<file path="config.mk">
export PLATFORM = sky130hd
export DESIGN_NAME = vram_draw_engine_flat
export DESIGN_NICKNAME = d
export VERILOG_FILES = /design/src/rtl/vram_draw_pkg.sv /design/src/rtl/vram_draw_engine_if.sv /design/src/rtl/draw_cmd_fifo.sv /design/src/rtl/vram_draw_engine.sv /design/src/flat_wrapper.sv
export SDC_FILE = /design/constraint.sdc
export NUM_CORES = 1
export LEC_CHECK = 0
export ABC_AREA = 0
export ABC_CLOCK_PERIOD_IN_PS = 4300
export CORE_AREA = 2 2 229 174
export DETAILED_ROUTE_END_ITERATION = 16
export DIE_AREA = 0 0 231 176
export DONT_BUFFER_PORTS = 1
export GPL_TIMING_DRIVEN = 0
export SLEW_MARGIN = 30
export SYNTH_ARGS = -nofsm -noshare
export SYNTH_HDL_FRONTEND = slang
export SYNTH_SLANG_ARGS = --single-unit
</file>
<file path="constraint.sdc">
create_clock -name iCLK -period 4.3 [get_ports iCLK]
set_input_delay 0.86 -clock iCLK [delete_from_list [all_inputs] [get_ports iCLK]]
set_output_delay 0.86 -clock iCLK [all_outputs]
set_load 0.1 [all_outputs]
</file>
<file path="src/rtl/vram_draw_pkg.sv">
// Shared types for the VRAM draw engine: opcodes, FSM states
// and the packed command word carried through the FIFO.
package vram_draw_pkg;

  localparam int COORD_W = 8;
  localparam int COLOR_W = 8;
  localparam int FIFO_DEPTH = 4;

  typedef enum logic [1:0] {
    OP_NOP   = 2'd0,
    OP_RECT  = 2'd1,
    OP_CLEAR = 2'd2,
    OP_POINT = 2'd3
  } op_e;

  typedef enum logic [1:0] {
    S_IDLE,
    S_LOAD,
    S_FILL
  } state_e;

  typedef struct packed {
    op_e               op;
    logic [COORD_W-1:0] x0;
    logic [COORD_W-1:0] y0;
    logic [COORD_W-1:0] x1;
    logic [COORD_W-1:0] y1;
    logic [COLOR_W-1:0] r;
    logic [COLOR_W-1:0] g;
    logic [COLOR_W-1:0] b;
  } cmd_t;

  function automatic logic [COORD_W-1:0] cmin(
    input logic [COORD_W-1:0] a,
    input logic [COORD_W-1:0] b
  );
    return (a < b) ? a : b;
  endfunction

  function automatic logic [COORD_W-1:0] cmax(
    input logic [COORD_W-1:0] a,
    input logic [COORD_W-1:0] b
  );
    return (a < b) ? b : a;
  endfunction

endpackage

</file>
<file path="src/rtl/vram_draw_engine_if.sv">
// Command handshake and VRAM write-port bundle of the draw engine.
// The engine takes the slave side, the command source the master side.
interface vram_draw_engine_if;
  import vram_draw_pkg::*;

  logic               iCmd_valid;
  logic               oCmd_ready;
  op_e                iCmd_op;
  logic [COORD_W-1:0] iX0;
  logic [COORD_W-1:0] iY0;
  logic [COORD_W-1:0] iX1;
  logic [COORD_W-1:0] iY1;
  logic [COLOR_W-1:0] iR;
  logic [COLOR_W-1:0] iG;
  logic [COLOR_W-1:0] iB;
  logic [COORD_W-1:0] oWrite_x;
  logic [COORD_W-1:0] oWrite_y;
  logic [COLOR_W-1:0] oWrite_r;
  logic [COLOR_W-1:0] oWrite_g;
  logic [COLOR_W-1:0] oWrite_b;
  logic               oWrite_en;
  logic               oBusy;
  logic               oDone;

  modport slave (
    input  iCmd_valid, iCmd_op,
    input  iX0, iY0, iX1, iY1,
    input  iR, iG, iB,
    output oCmd_ready,
    output oWrite_x, oWrite_y,
    output oWrite_r, oWrite_g, oWrite_b,
    output oWrite_en, oBusy, oDone
  );

  modport master (
    output iCmd_valid, iCmd_op,
    output iX0, iY0, iX1, iY1,
    output iR, iG, iB,
    input  oCmd_ready,
    input  oWrite_x, oWrite_y,
    input  oWrite_r, oWrite_g, oWrite_b,
    input  oWrite_en, oBusy, oDone
  );

endinterface

</file>
<file path="src/rtl/draw_cmd_fifo.sv">
// Synchronous command FIFO; head entry is visible on rdata
// whenever empty is low.
module draw_cmd_fifo
  import vram_draw_pkg::*;
#(
  parameter int DEPTH = 4
) (
  input  logic iCLK,
  input  logic iRST,
  input  logic push,
  input  cmd_t wdata,
  input  logic pop,
  output cmd_t rdata,
  output logic full,
  output logic empty
);

  localparam int AW = $clog2(DEPTH);

  cmd_t          mem [DEPTH];
  logic [AW-1:0] wp;
  logic [AW-1:0] rp;
  logic [AW:0]   cnt;

  always_ff @(posedge iCLK) begin
    if (push) mem[wp] <= wdata;
  end

  always_ff @(posedge iCLK or posedge iRST) begin
    if (iRST) begin
      wp  <= '0;
      rp  <= '0;
      cnt <= '0;
    end else begin
      if (push) wp <= wp + AW'(1);
      if (pop)  rp <= rp + AW'(1);
      unique case ({push, pop})
        2'b10:   cnt <= cnt + (AW+1)'(1);
        2'b01:   cnt <= cnt - (AW+1)'(1);
        default: cnt <= cnt;
      endcase
    end
  end

  assign rdata = mem[rp];
  assign full  = (cnt == (AW+1)'(DEPTH));
  assign empty = (cnt == '0);

endmodule

</file>
<file path="src/rtl/vram_draw_engine.sv">
// Rasterises queued RECT/CLEAR/POINT commands into the VRAM write
// port at one pixel per clock, x fastest.
module vram_draw_engine
  import vram_draw_pkg::*;
#(
  parameter int FIFO_DEPTH = 4
) (
  input logic iCLK,
  input logic iRST,
  vram_draw_engine_if.slave bus
);

  cmd_t   in_cmd;
  cmd_t   head;
  cmd_t   cmd;
  logic   full, empty, push, pop, last;
  state_e state;

  logic [COORD_W-1:0] xs, xe, ys, ye, cx, cy;
  logic [COORD_W-1:0] nxs, nxe, nys, nye, ncx, ncy;
  logic [COORD_W-1:0] wx, wy;
  logic [COLOR_W-1:0] wr, wg, wb;
  logic               wen, done;

  assign in_cmd = '{op: bus.iCmd_op,
                    x0: bus.iX0, y0: bus.iY0,
                    x1: bus.iX1, y1: bus.iY1,
                    r: bus.iR, g: bus.iG, b: bus.iB};

  assign push = bus.iCmd_valid && !full;
  assign last = (cx == xe) && (cy == ye);

  draw_cmd_fifo #(.DEPTH(FIFO_DEPTH)) u_fifo (
    .iCLK  (iCLK),
    .iRST  (iRST),
    .push  (push),
    .wdata (in_cmd),
    .pop   (pop),
    .rdata (head),
    .full  (full),
    .empty (empty)
  );

  always_comb begin
    pop = 1'b0;
    unique case (state)
      S_IDLE:  pop = !empty;
      S_LOAD:  pop = !empty && (cmd.op == OP_NOP);
      S_FILL:  pop = !empty && last;
      default: pop = 1'b0;
    endcase
  end

  always_comb begin
    nxs = cmin(cmd.x0, cmd.x1);
    nxe = cmax(cmd.x0, cmd.x1);
    nys = cmin(cmd.y0, cmd.y1);
    nye = cmax(cmd.y0, cmd.y1);
    unique case (cmd.op)
      OP_CLEAR: begin
        nxs = '0; nxe = '1;
        nys = '0; nye = '1;
      end
      OP_POINT: begin
        nxs = cmd.x0; nxe = cmd.x0;
        nys = cmd.y0; nye = cmd.y0;
      end
      default: ;
    endcase
  end

  always_comb begin
    ncx = cx + COORD_W'(1);
    ncy = cy;
    if (cx == xe) begin
      ncx = xs;
      ncy = cy + COORD_W'(1);
    end
  end

  // The first pixel is emitted on the edge that leaves LOAD, so FILL
  // always holds the pixel currently presented on the write port.
  always_ff @(posedge iCLK or posedge iRST) begin
    if (iRST) begin
      state <= S_IDLE;
      cmd   <= '0;
      xs <= '0; xe <= '0; ys <= '0; ye <= '0;
      cx <= '0; cy <= '0;
      wx <= '0; wy <= '0;
      wr <= '0; wg <= '0; wb <= '0;
      wen  <= 1'b0;
      done <= 1'b0;
    end else begin
      done <= 1'b0;
      unique case (state)
        S_IDLE: begin
          wen <= 1'b0;
          if (!empty) begin
            cmd   <= head;
            state <= S_LOAD;
          end
        end
        S_LOAD: begin
          if (cmd.op == OP_NOP) begin
            wen <= 1'b0;
            if (!empty) cmd <= head;
            else state <= S_IDLE;
          end else begin
            xs <= nxs; xe <= nxe;
            ys <= nys; ye <= nye;
            cx <= nxs; cy <= nys;
            wx <= nxs; wy <= nys;
            wr <= cmd.r; wg <= cmd.g; wb <= cmd.b;
            wen   <= 1'b1;
            state <= S_FILL;
          end
        end
        S_FILL: begin
          if (last) begin
            wen  <= 1'b0;
            done <= 1'b1;
            if (!empty) begin
              cmd   <= head;
              state <= S_LOAD;
            end else begin
              state <= S_IDLE;
            end
          end else begin
            cx <= ncx; cy <= ncy;
            wx <= ncx; wy <= ncy;
          end
        end
        default: state <= S_IDLE;
      endcase
    end
  end

  assign bus.oCmd_ready = !full;
  assign bus.oBusy      = (state != S_IDLE) || !empty;
  assign bus.oWrite_x   = wx;
  assign bus.oWrite_y   = wy;
  assign bus.oWrite_r   = wr;
  assign bus.oWrite_g   = wg;
  assign bus.oWrite_b   = wb;
  assign bus.oWrite_en  = wen;
  assign bus.oDone      = done;

endmodule
</file>
<file path="src/flat_wrapper.sv">
// flat-port wrapper written by rule: the top's interface ports become plain ports
module vram_draw_engine_flat import vram_draw_pkg::*;
#(
  parameter int FIFO_DEPTH = 4
)
  (iCLK, iRST, bus_iCmd_valid, bus_iCmd_op, bus_iX0, bus_iY0, bus_iX1, bus_iY1, bus_iR, bus_iG, bus_iB, bus_oCmd_ready, bus_oWrite_x, bus_oWrite_y, bus_oWrite_r, bus_oWrite_g, bus_oWrite_b, bus_oWrite_en, bus_oBusy, bus_oDone);
  vram_draw_engine_if bus_i ();
  input logic iCLK;
  input logic iRST;
  input wire logic [$bits(bus_i.iCmd_valid)-1:0] bus_iCmd_valid;
  input wire logic [$bits(bus_i.iCmd_op)-1:0] bus_iCmd_op;
  input wire logic [$bits(bus_i.iX0)-1:0] bus_iX0;
  input wire logic [$bits(bus_i.iY0)-1:0] bus_iY0;
  input wire logic [$bits(bus_i.iX1)-1:0] bus_iX1;
  input wire logic [$bits(bus_i.iY1)-1:0] bus_iY1;
  input wire logic [$bits(bus_i.iR)-1:0] bus_iR;
  input wire logic [$bits(bus_i.iG)-1:0] bus_iG;
  input wire logic [$bits(bus_i.iB)-1:0] bus_iB;
  output wire logic [$bits(bus_i.oCmd_ready)-1:0] bus_oCmd_ready;
  output wire logic [$bits(bus_i.oWrite_x)-1:0] bus_oWrite_x;
  output wire logic [$bits(bus_i.oWrite_y)-1:0] bus_oWrite_y;
  output wire logic [$bits(bus_i.oWrite_r)-1:0] bus_oWrite_r;
  output wire logic [$bits(bus_i.oWrite_g)-1:0] bus_oWrite_g;
  output wire logic [$bits(bus_i.oWrite_b)-1:0] bus_oWrite_b;
  output wire logic [$bits(bus_i.oWrite_en)-1:0] bus_oWrite_en;
  output wire logic [$bits(bus_i.oBusy)-1:0] bus_oBusy;
  output wire logic [$bits(bus_i.oDone)-1:0] bus_oDone;
  assign bus_i.iCmd_valid = bus_iCmd_valid;
  assign bus_i.iCmd_op = bus_iCmd_op;
  assign bus_i.iX0 = bus_iX0;
  assign bus_i.iY0 = bus_iY0;
  assign bus_i.iX1 = bus_iX1;
  assign bus_i.iY1 = bus_iY1;
  assign bus_i.iR = bus_iR;
  assign bus_i.iG = bus_iG;
  assign bus_i.iB = bus_iB;
  assign bus_oCmd_ready = bus_i.oCmd_ready;
  assign bus_oWrite_x = bus_i.oWrite_x;
  assign bus_oWrite_y = bus_i.oWrite_y;
  assign bus_oWrite_r = bus_i.oWrite_r;
  assign bus_oWrite_g = bus_i.oWrite_g;
  assign bus_oWrite_b = bus_i.oWrite_b;
  assign bus_oWrite_en = bus_i.oWrite_en;
  assign bus_oBusy = bus_i.oBusy;
  assign bus_oDone = bus_i.oDone;
  vram_draw_engine #(.FIFO_DEPTH(FIFO_DEPTH)) u_core (.iCLK(iCLK), .iRST(iRST), .bus(bus_i));
endmodule
</file>
==> flow_summary.toml <==
[synth]
synthFlopType = "edfxtp_1"
synth_nets = 1043
synthArstFlopShare_pct = 36.4
synth_edf_count = 232
yosysUniqueCellTypes = 61
syn_avg_cell_area_sq_um = 15.9
yosys_warnings = 0
syn-cell-area_sq_um = 15200
ys_seq_area_share_pct = 67.6
syn_inst = 956
synth-seq-cells = 365

[clocking]
cts_htree_levels = 2
clock-root-buffer = "clkbuf_16"
postCtsHoldBufs = 0
cts_sinks = 365
clock_path_buffers = 3
cts_resized = 0
post_cts_buffers = 0
clock_latency_ns = 0.53
path_clk_slew_ns = 0.06
cts_tree = "built"
cts_buffers = 38

[grt]
met1_usage_pct = 25.7
grt_max_degree = 38
grt_pass1_wl_microns = 53000
grtUsageMet3_pct = 5.02
globalRouteTotalUtil_pct = 17.4
grt_use_met2_pct = 25.3
grt-ovfl-total = 0
grt_pass1_vias = 8399
busiest_layer = "met1"
antenna_found_initial = 0

[run_status]
status = "finished, final reports clean"

[die]
start_util_pct = 39.9
dieWidth_microns = 231
ios = 105
coreArea_sq_um = 38200
fp.dieArea_sq_um = 40700
die_height_microns = 176
num_rows = 62

[finish]
layout_commonest_cell = "edfxtp_1"
final_nets = 1093
seqCellArea_sq_um = 10300
largest_register_ff_count = 232
drive_gt1_share_pct = 22.4
fillers = 3363
synthToLayoutAreaGrowth_pct = 13.6
layout_common_cells = "edfxtp_1 (232), dfrtp_1 (119), nand2_1 (100), mux4_2 (58), mux2_2 (49)"
reg_top3 = "u_core.u_fifo.mem (232), u_core.cmd (58)"
regMostFlops = "u_core.u_fifo.mem"
diodes = 0
multiInputGateArea_sq_um = 4660

[critical_path]
crit_slowest_cell = "dfrtp_1"
crit_required_ns = 4.76
reg2reg_to = "u_core.u_fifo.cnt[2]$_DFFE_PP0P_"
r2r_start = "u_core.cx[2]$_DFFE_PP0P_"
rrSetupSlack_ns = 0.39
end_kind = "flop"
endpoint = "u_core.u_fifo.cnt[2]$_DFFE_PP0P_"
crit_cells = 11
cp_common_cell = "xor2_1"
worstSetupPathType = "flop to flop"
cp_max_fo = 8
path_buf_inv = 2
crit_start = "u_core.cx[2]$_DFFE_PP0P_"
worstPathArrival_ns = 4.37
path_cells = "clkbuf_1 -> xnor2_1 -> and4_1 -> nand4_4 -> o21ai_0 -> ha_1 -> inv_1 -> fa_1 -> xor2_1 -> nor2_1 -> xor2_1"
cp-start-kind = "flop"
cp_slowest_stage_delay_ns = 0.97
crit_family = "flip-flops"
reg2reg_depth = 11

[placement]
dp_hpwl_microns = 23900
place.gp.congestion = 0.894
io_buffers = 0

[timing]
hold_viol_final = 0
fmax_mhz = 256
fin_crit_sh_pct = 90.9
fin_skew_ns = 0.0232
finalMaxSlewViolations = 0
slew_headroom_pct = 31.4
finalSetupViolCount = 0
rsz0062_at_grt = "false"
setup_tns_ns = 0
max_slew.worst_pin.slew_ns = 1.03
post-route-min-period_ns = 3.91
finalHoldWorstSlack_ns = 0.118

[route]
wire_per_inst_microns = 22.3
wl_microns = 34500
viasPerCell = 5.31
drtAntennaViolNets = 0
drc = 0
drt_iter0_markers = 606
firstDrtPassIters = 5
num_vias = 8211

[job]
maxCapViolations = 0

[worst_hold_path]
hold_class = "input pin to asynchronous set/reset pin"
## worst min-delay path by stage
stage,end,cells after the start,slack (ns),start
2_1_floorplan,u_core.bus.oWrite_g[5]$_DFFE_PP0P_,2,0.43,u_core.cmd[13]$_DFFE_PP0P_
3_3_place_gp,u_core.bus.oWrite_r[0]$_DFFE_PP0P_,2,0.45,u_core.cmd[16]$_DFFE_PP0P_
3_5_place_dp,u_core.bus.oWrite_r[0]$_DFFE_PP0P_,2,0.45,u_core.cmd[16]$_DFFE_PP0P_
4_1_cts,u_core.bus.oWrite_r[6]$_DFFE_PP0P_,1,0.1,iRST
5_1_grt,u_core.bus.oWrite_r[6]$_DFFE_PP0P_,1,0.11,iRST
6_report,u_core.bus.oWrite_r[6]$_DFFE_PP0P_,1,0.12,iRST
## cells in the mapped netlist, types with 5 or more instances
library cell / number / share of area [%]
ha_1: 25 / 2.1
and3_1: 12 / 0.49
nor2_1: 37 / 0.91
nor3_1: 10 / 0.33
xor2_1: 14 / 0.81
a21oi_1: 27 / 0.89
inv_1: 30 / 0.74
xnor2_1: 14 / 0.81
nand2_1: 100 / 2.5
o22ai_1: 5 / 0.21
buf_2: 5 / 0.16
mux2_4: 20 / 2.0
mux2i_1: 15 / 0.99
edfxtp_1: 232 / 46
dfrtp_1: 133 / 22
clkbuf_1: 31 / 0.76
o21ai_0: 30 / 0.99
mux4_2: 58 / 8.6
mux2_2: 49 / 3.6
nand3_1: 22 / 0.72
and2_1: 5 / 0.21
## cell type report
class	instances	area share, %
plain buffers	42	1.11
clock buffers	52	5.97
clock inverters	16	0.673
inverters	30	0.673
multi-input cells	519	26.9
flip-flops and latches	365	59.6
well taps	512	3.70
repair buffers	10	1.33
## metal layers
metal | part of all wire, % | wire (microns)
met1 | 47 | 16100
met2 | 44 | 15100
met3 | 7.6 | 2620
met4 | 1.8 | 637
met5 | 0 | 0
## through the flow
stage	utilization (%)	area [sq um]	setup slack [ns]	cells
3_3_place_gp	41.6	15900	-0.278	1468
3_5_place_dp	42.3	16100	0.353	1478
5_1_grt	45.3	17300	0.213	1546
2_1_floorplan	-	15200	1.03	956
6_report	45.3	17300	0.393	1546
4_1_cts	45.3	17300	0.347	1546
## worst register-to-register path, stage by stage, from the launching register on
cell and delay (ns):
dfrtp_1 0.97, clkbuf_1 0.39, xnor2_1 0.19, and4_1 0.37
nand4_4 0.21, o21ai_0 0.56, ha_1 0.29, inv_1 0.06
fa_1 0.37, xor2_1 0.15, nor2_1 0.11, xor2_1 0.16
## cells by family (layout without fill, tap and decap cells)
| group | Yosys count | count (layout) | synth area share [%] |
|---|---|---|---|
| fa+ha+maj | 26 | 26 | 2.19 |
| flops | 365 | 365 | 67.6 |
| compound gates | 117 | 117 | 5.16 |
| mux | 142 | 142 | 15.2 |
| simple gates | 206 | 206 | 6.33 |
| xor+xnor | 28 | 28 | 1.61 |
| buf+inv | 72 | 150 | 1.96 |
Power is left out: the tool's default activity adds up to more than one toggle a clock period on the data nets, which glitch-free logic cannot reach.
